$ cat src/rtl/fsmd_game_param.sv
`default_nettype none
// ============================================================================
// Module      : fsmd_game_param
// Description : Parametrised two-player rock-paper-scissors match FSMD.
// Revision    : 1.0 - initial release
// ============================================================================
module fsmd_game_param #(
    parameter int MIN_MANCHE = 4,
    parameter int WIN_MARGIN = 2,
    parameter int CNT_W      = 5,
    parameter int NO_REPEAT  = 1
) (
    input  logic             clk,
    input  logic             rst,
    input  logic             inizia,
    input  logic [1:0]       primo,
    input  logic [1:0]       secondo,
    output logic [1:0]       manche,
    output logic [1:0]       partita,
    output logic [CNT_W-1:0] n_manche,
    output logic             in_gioco
);

    localparam logic [1:0] S_IDLE = 2'd0;
    localparam logic [1:0] S_PLAY = 2'd1;
    localparam logic [1:0] S_END  = 2'd2;

    localparam logic [CNT_W-1:0] C_MIN    = CNT_W'(MIN_MANCHE);
    localparam logic [CNT_W-1:0] C_MARGIN = CNT_W'(WIN_MARGIN);
    localparam logic [CNT_W-1:0] C_ONE    = CNT_W'(1);

    logic [1:0]       r_state;
    logic [1:0]       r_manche;
    logic [1:0]       r_partita;
    logic [CNT_W-1:0] r_n;
    logic             r_in_gioco;
    logic [CNT_W-1:0] r_w1;
    logic [CNT_W-1:0] r_w2;
    logic [CNT_W-1:0] r_max;
    logic [1:0]       r_last_win;
    logic [1:0]       r_last_move;

    logic             w_p1_wins;
    logic             w_draw;
    logic             w_repeat;
    logic             w_valid;
    logic [1:0]       w_res;
    logic [CNT_W-1:0] w_w1_nx;
    logic [CNT_W-1:0] w_w2_nx;
    logic [CNT_W-1:0] w_n_nx;
    logic [CNT_W-1:0] w_diff;
    logic             w_margin_end;
    logic             w_limit_end;
    logic [1:0]       w_final;

    always_comb begin
        w_p1_wins = ((primo == 2'b10) && (secondo == 2'b01)) ||
                    ((primo == 2'b01) && (secondo == 2'b11)) ||
                    ((primo == 2'b11) && (secondo == 2'b10));
        w_draw    = (primo == secondo);
        // Only the previous winner is restricted; a draw wipes r_last_win.
        w_repeat  = (NO_REPEAT != 0) &&
                    (((r_last_win == 2'b01) && (primo   == r_last_move)) ||
                     ((r_last_win == 2'b10) && (secondo == r_last_move)));
        w_valid   = (primo != 2'b00) && (secondo != 2'b00) && !w_repeat;
        w_res     = w_draw ? 2'b11 : (w_p1_wins ? 2'b01 : 2'b10);
        w_w1_nx   = (w_res == 2'b01) ? r_w1 + C_ONE : r_w1;
        w_w2_nx   = (w_res == 2'b10) ? r_w2 + C_ONE : r_w2;
        w_n_nx    = r_n + C_ONE;
        w_diff    = (w_w1_nx >= w_w2_nx) ? (w_w1_nx - w_w2_nx) : (w_w2_nx - w_w1_nx);
        w_margin_end = (w_n_nx >= C_MIN) && (w_diff >= C_MARGIN);
        w_limit_end  = (w_n_nx == r_max);
        if (w_w1_nx > w_w2_nx)
            w_final = 2'b01;
        else if (w_w2_nx > w_w1_nx)
            w_final = 2'b10;
        else
            w_final = 2'b11;
    end

    always_ff @(posedge clk) begin
        if (rst) begin
            r_state     <= S_IDLE;
            r_manche    <= 2'b00;
            r_partita   <= 2'b00;
            r_n         <= '0;
            r_in_gioco  <= 1'b0;
            r_w1        <= '0;
            r_w2        <= '0;
            r_max       <= C_MIN;
            r_last_win  <= 2'b00;
            r_last_move <= 2'b00;
        end else if (inizia) begin
            r_state     <= S_PLAY;
            r_manche    <= 2'b00;
            r_partita   <= 2'b00;
            r_n         <= '0;
            r_in_gioco  <= 1'b1;
            r_w1        <= '0;
            r_w2        <= '0;
            r_max       <= C_MIN + CNT_W'({primo, secondo});
            r_last_win  <= 2'b00;
            r_last_move <= 2'b00;
        end else begin
            case (r_state)
                S_PLAY: begin
                    if (w_valid) begin
                        r_manche    <= w_res;
                        r_n         <= w_n_nx;
                        r_w1        <= w_w1_nx;
                        r_w2        <= w_w2_nx;
                        r_last_win  <= w_draw ? 2'b00 : w_res;
                        r_last_move <= w_draw ? 2'b00 : (w_p1_wins ? primo : secondo);
                        // Margin end can never tie, so w_final also names the leader.
                        if (w_margin_end || w_limit_end) begin
                            r_partita  <= w_final;
                            r_state    <= S_END;
                            r_in_gioco <= 1'b0;
                        end
                    end else begin
                        r_manche <= 2'b00;
                    end
                end
                S_END: begin
                    r_manche <= 2'b00;
                end
                default: begin
                    r_manche   <= 2'b00;
                    r_partita  <= 2'b00;
                    r_in_gioco <= 1'b0;
                end
            endcase
        end
    end

    assign manche   = r_manche;
    assign partita  = r_partita;
    assign n_manche = r_n;
    assign in_gioco = r_in_gioco;

endmodule
`default_nettype wire

$ cat config.mk
export PLATFORM = sky130hd
export DESIGN_NAME = fsmd_game_param
export DESIGN_NICKNAME = d
export VERILOG_FILES = /design/src/rtl/fsmd_game_param.sv
export SDC_FILE = /design/constraint.sdc
export NUM_CORES = 1
export LEC_CHECK = 0
export ABC_AREA = 1
export CORE_ASPECT_RATIO = 1.4
export CORE_UTILIZATION = 60
export DETAILED_ROUTE_END_ITERATION = 10
export PLACE_DENSITY = 0.91
export SLEW_MARGIN = 20
export SYNTH_ARGS = -nofsm -noshare
export SYNTH_HDL_FRONTEND = slang
export SYNTH_SLANG_ARGS = --single-unit
$ cat constraint.sdc
create_clock -name clk -period 10 [get_ports clk]
set_clock_uncertainty 0.05 [all_clocks]
set_input_delay 3 -clock clk [delete_from_list [all_inputs] [get_ports clk]]
set_output_delay 3 -clock clk [all_outputs]
set_load 0.05 [all_outputs]
==> out/metrics.yaml, run 1 <==
vias_per_cell: 5.74
syn_area_sq_um: 2240
place_congestion: 0.949
regArea_sq_um: 621
leakagePower_nw: 1.21
yosysSeqAreaShare_pct: 27.8
min_period_over_period_pct: 64.6
seqPwrFrac_pct: 36.2
power_switching_mw: 0.123
p_int_mw: 0.246
async_flop_share_pct: 0
tightest_slew_ns: 0.903
hold_violations: 0
setup_tns_ns: 0
grt_max_degree: 27
avgSynthCellArea_sq_um: 6.94
drt-total-wl_um: 5500
final_antenna_net_count: 0
cts_buffers: 5
cts_max_level: 2
boundaryPins: 17
grt_pass1_vias: 2128
synth-seq-cells: 31
synthToLayoutAreaGrowth_pct: 13.9
worstPathRequired_ns: 10.15
hp-class: "reg -> reg"
drt-initial-drc-count: 90
ctsHoldBuffers: 0
cts_sinks: 31
clkTransAtPathRegs_ns: 0.07
hpwlAfterDp_um: 3910
drv_slew: 0
sw_frac_of_total_pct: 33.4
dr.pass1.iters: 4
met1Wirelength_um: 2200
clockBufferDepth: 2
critPathKind: "in -> reg"
ir_drop_mv: 0.139
clockRootBuffer: "clkbuf_8"
dieArea_sq_um: 3980
max_cap_violations: 0
fillCellCount: 277
cts_tree: "yes"
p_clk_share_pct: 35.6
rsz0062_at_grt: "no"
drc: 0
wl_per_cell_um: 14.4
outcome: "completed"
crit_arrival_ns: 6.62
post-cts-setup-buffers: 0
fp.dieH_um: 74.2
multi_input_area_sq_um: 1420
antenna_found_initial: 0
dr_wl_met3_um: 242
top_layer_used: "met4"
clk_latency_ns: 0.29
pwr-share-comb_pct: 28.2
synth_edf_count: 0
powerDensity_nw_per_um2: 145
utilization_pct: 73.4
cp_max_fo: 8
die_w_um: 53.6
rows: 25
drive_above_1_share_pct: 12.9
min_period_ns: 6.46
port_buffers: 16
synth.distinct_cells: 35
crit_path_start_kind: "input port"
core_area_sq_um: 3470
synthCells: 322
antenna_cells: 0
initial_core_util_pct: 64.4
grt_util_all_layers_pct: 32.4
slew_headroom_pct: 39.6
ys.flop_type: "dfxtp_1"
grt_pass1_wl_um: 9400
max_freq_mhz: 155
cts_resized: 0
overflow: 0
wl_met2_um: 2850
syn_nets: 345
dr_total_vias: 2187
crit_path_end_kind: "register"
setup_violations: 0
ys.warnings.count: 0
finalNetCount: 363
-- worst max-delay path, cell delays in order --
cell and delay [ns]:
clkdlybuf4s50_1 0.62, inv_1 0.14, ha_1 0.22, nand3_1 0.09, nand3_2 0.13, nand2_4 0.14
inv_1 0.10, or2_2 0.28, o21ai_0 0.21, inv_1 0.17, fa_1 0.46, inv_1 0.09
o21ai_0 0.11, nor2_1 0.10, nand2_1 0.05, nor2_1 0.08, nand2_1 0.07, nand3_2 0.08
nand2_1 0.08, nand2_1 0.11, nand2_1 0.10, a21oi_1 0.19
-- sequential cells by signal, summed over array words and instances (netlist names), named ones only --
register and cells:
r_max 5, r_w1 5, r_w2 4, manche 2, r_state 2, n_manche 5, r_last_win 2, partita 2
in_gioco 1, r_last_move 2
-- cell families (layout without fill, tap and decap cells) --
family | after synthesis | after routing | synth area share, %
AOI/OAI and AO/OA | 69 | 69 | 16.5
xor gates and xnor gates | 11 | 11 | 4.31
adders and majority gates | 16 | 16 | 9.63
buffers and inverters | 51 | 70 | 8.62
DFF | 31 | 31 | 27.8
and+or+nand+nor | 144 | 144 | 33.2
-- path summary, 6_finish.rpt --
kind                        from         end  slack [ns]  cells after the start
setup / recovery        primo[0]  r_state[0]        3.54                     22
hold reg to reg       partita[1]  partita[1]        0.42                      2
setup reg to reg  r_last_move[0]    register        6.94                     10
hold / removal        partita[1]  partita[1]        0.42                      2
-- per-layer routing --
layer  global-route usage [%]  up-vias
met5                        0        -
met4                     19.6        0
met3                     4.91       18
met2                     56.1       57
met1                     36.2     1014
li1                         -     1098
-- cells in the mapped netlist, types with 3 or more instances --
cell | n | area, sq um
nand2_1 | 60 | 225
inv_1 | 40 | 150
a21oi_1 | 31 | 155
dfxtp_1 | 31 | 621
o21ai_0 | 28 | 140
nand3_1 | 24 | 120
nor2_1 | 19 | 71.3
ha_1 | 14 | 175
nand2_2 | 8 | 50.1
nand3_2 | 8 | 80.1
xor2_1 | 7 | 61.3
nand4_1 | 6 | 37.5
clkbuf_1 | 5 | 18.8
inv_2 | 5 | 18.8
nand2_4 | 4 | 45.0
xnor2_1 | 4 | 35.0
nor2_2 | 3 | 18.8
nor3_1 | 3 | 15.0
-- cell type report --
| class | instances | area share (%) |
|---|---|---|
| clock buffers | 6 | 3.24 |
| flip-flops and latches | 31 | 24.4 |
| clock inverters | 2 | 1.38 |
| multi-input cells | 240 | 55.8 |
| well taps | 40 | 1.96 |
| repair buffers | 17 | 6.58 |
| inverters | 45 | 6.63 |
-- metrics by stage --
| stage | total power [mW] | instance area (sq um) | instances | setup WS, ns | hold WS, ns |
|---|---|---|---|---|---|
| 2_1_floorplan | 0.214 | 2240 | 322 | 4.36 | 0.383 |
| 3_3_place_gp | 0.235 | 2430 | 373 | 3.51 | 0.399 |
| 3_5_place_dp | 0.238 | 2430 | 373 | 3.38 | 0.401 |
| 4_1_cts | 0.368 | 2550 | 381 | 3.53 | 0.420 |
| 5_1_grt | 0.387 | 2550 | 381 | 3.22 | 0.445 |
| 6_report | 0.368 | 2550 | 381 | 3.54 | 0.415 |
-- placed cells by master, fill, tap and decap left out, types with 3 or more instances in the layout --
| cell | n |
|---|---|
| nand2_2 | 8 |
| dfxtp_1 | 31 |
| nand2_4 | 4 |
| a21oi_1 | 31 |
| nand3_2 | 8 |
| inv_1 | 40 |
| nand2_1 | 60 |
| o21ai_0 | 28 |
| nor2_1 | 19 |
| nor2_2 | 3 |
| nand3_1 | 24 |
| xnor2_1 | 4 |
| nand4_1 | 6 |
| inv_2 | 5 |
| xor2_1 | 7 |
| ha_1 | 14 |
| clkdlybuf4s50_1 | 16 |
| clkbuf_8 | 6 |
| nor3_1 | 3 |
-- power by group through the flow --
| stage | combinational, mW | clock (mW) | sequential [mW] |
|---|---|---|---|
| 3_5_place_dp | 0.102 | 0 | 0.136 |
| 5_1_grt | 0.117 | 0.136 | 0.134 |
| 2_1_floorplan | 0.0737 | 0 | 0.140 |
| 6_report | 0.104 | 0.131 | 0.133 |
| 4_1_cts | 0.103 | 0.131 | 0.133 |
| 3_3_place_gp | 0.0989 | 0 | 0.136 |
Note: power is estimated with default switching activity, not from simulation.
==> run 2, diff against run 1 <==
--- a/config.mk
+++ b/config.mk
@@ -7,9 +7,9 @@
 export LEC_CHECK = 0
 export ABC_AREA = 1
 export CORE_ASPECT_RATIO = 1.4
-export CORE_UTILIZATION = 60
+export CORE_UTILIZATION = 53
 export DETAILED_ROUTE_END_ITERATION = 10
-export PLACE_DENSITY = 0.91
+export PLACE_DENSITY = 0.85
 export SLEW_MARGIN = 20
 export SYNTH_ARGS = -nofsm -noshare
 export SYNTH_HDL_FRONTEND = slang
==> constraint.sdc (replaced) <==
create_clock -name clk -period 5.6 [get_ports clk]
set_clock_uncertainty 0.05 [all_clocks]
set_input_delay 1.68 -clock clk [delete_from_list [all_inputs] [get_ports clk]]
set_output_delay 1.68 -clock clk [all_outputs]
set_load 0.05 [all_outputs]
==> run 2 against run 1 <==
Net effect:
- die area is 13% higher
- sequential cell count stayed put
- register-to-register slack worse by 4.3 ns
- cell count is 0.52% higher
- clock power is 20% higher
- largest cell class unchanged
- core utilization is 10 points lower
- non-clock buffer count is 1 higher
- via count is 2.1% lower
- setup slack worse by 3.0 ns
==> out/metrics.yaml, run 2 (synthesis gave the netlist of run 1 again) <==
initial_core_util_pct: 56.1
crit_arrival_ns: 5.22
core_area_sq_um: 3990
finalNetCount: 364
cts_max_level: 2
outcome: "completed"
powerDensity_nw_per_um2: 231
min_period_ns: 5.11
clkTransAtPathRegs_ns: 0.06
drt-total-wl_um: 5150
worstPathRequired_ns: 5.71
final_antenna_net_count: 0
grt_util_all_layers_pct: 25.2
hold_violations: 0
multi_input_area_sq_um: 1420
grt_pass1_vias: 2098
cts_buffers: 5
crit_path_end_kind: "register"
ir_drop_mv: 0.208
ctsHoldBuffers: 0
synthToLayoutAreaGrowth_pct: 12.4
drc: 0
drv_slew: 0
hp-class: "reg -> reg"
antenna_found_initial: 0
regArea_sq_um: 621
final_cell_mix: "nand2_1, inv_1, a21oi_1, dfxtp_1, o21ai_0"
max_cap_violations: 0
drive_above_1_share_pct: 12.4
cp_slowest_cell: "clkdlybuf4s50_1"
antenna_cells: 0
clockRootBuffer: "clkbuf_8"
dr_total_vias: 2142
boundaryPins: 17
port_buffers: 16
mostFrequentLayoutCell: "nand2_1"
fillCellCount: 344
min_period_over_period_pct: 91.2
post-cts-setup-buffers: 0
p_total_mw: 0.581
setup_violations: 0
cts_sinks: 31
utilization_pct: 63.1
clockBufferDepth: 2
setup_tns_ns: 0
wl_per_cell_um: 13.4
overflow: 0
ff2ff_setup_slack_ns: 2.69
rows: 27
vias_per_cell: 5.59
worstPathCellList: "clkdlybuf4s50_1 -> inv_1 -> ha_1 -> nand3_1 -> nand3_2 -> nand2_4 -> inv_1 -> or2_2 -> o21ai_0 -> inv_1 -> fa_1 -> inv_1 -> o21ai_0 -> nor2_1 -> nand2_1 -> nor2_1 -> nand2_1 -> nand3_2 -> nand3_2 -> nand3_2 -> nand2_1 -> nand2_1 -> nor2_1"
place_congestion: 0.914
tightest_slew_ns: 0.597
crit_family: "simple AND/OR/NAND/NOR gates"
dieArea_sq_um: 4490
drt-initial-drc-count: 81
cp_max_fo: 8
grt_pass1_wl_um: 8850
hpwlAfterDp_um: 3890
max_freq_mhz: 196
cts_resized: 0
critPathMaxStageDelay_ns: 0.62
clk_latency_ns: 0.28
die_w_um: 56.9
cts_tree: "yes"
leakagePower_nw: 1.19
dr.pass1.iters: 4
slew_headroom_pct: 59.8
critPathKind: "in -> reg"
rsz0062_at_grt: "no"
fp.dieH_um: 78.9
grt_max_degree: 26
critPathBufInv: 5
crit_path_start_kind: "input port"
[run 2: cell type report]
| cell class | instances | share of cell area, % |
|---|---|---|
| tap | 43 | 2.14 |
| multi-input combinational | 240 | 56.6 |
| clock buffer | 6 | 2.89 |
| timing repair buffer | 18 | 6.97 |
| inverter | 45 | 6.72 |
| sequential | 31 | 24.7 |
[run 2: per-stage QoR]
stage	hold WS (ns)	std cells	instance area (sq um)	worst slack [ns]
floorplan	0.383	322	2240	1.28
finish	0.410	383	2510	0.493
global route	0.440	383	2510	0.225
detailed placement	0.401	377	2440	0.234
CTS	0.410	383	2510	0.509
global placement	0.397	377	2440	0.405
[run 2: worst reg2reg max path, delay by kind of cell, from the launching register on]
| kind | cells | cell delay [ns] |
|---|---|---|
| DFF | 1 | 0.41 |
| adders and majority gates | 2 | 0.72 |
| buffers and inverters | 2 | 0.28 |
| AOI/OAI and AO/OA | 2 | 0.60 |
| and+or+nand+nor | 10 | 0.74 |
[run 2: worst paths after layout]
path | from | endpoint | cells after the start
worst max-delay path | primo[0] | partita[0] | 23
worst min register to register | r_state[0] | r_state[0] | 2
worst max register to register | r_w1[0] | partita[0] | 16
worst min-delay path | r_state[0] | r_state[0] | 2
[run 2: power breakdown]
part | switching [mW] | internal [mW]
Sequential | 0.00815 | 0.230
Combinational | 0.120 | 0.0656
Clock | 0.0742 | 0.0826
[run 2: per-layer routing]
metal,up-vias,part of all wire (%),GRT usage (%)
met5,-,0,0
met4,0,3.2,13.4
met3,12,3.5,3.75
met2,43,53,46.9
met1,992,40,26.7
li1,1095,-,-
==> run 3, diff against run 2 <==
--- a/config.mk
+++ b/config.mk
@@ -10,7 +10,7 @@
 export CORE_UTILIZATION = 53
 export DETAILED_ROUTE_END_ITERATION = 10
 export PLACE_DENSITY = 0.85
-export SLEW_MARGIN = 20
+export SETUP_SLACK_MARGIN = 0.15
 export SYNTH_ARGS = -nofsm -noshare
 export SYNTH_HDL_FRONTEND = slang
 export SYNTH_SLANG_ARGS = --single-unit
==> results of run 3 <==
Final layout, timing and power as in run 2 (identical DEF).
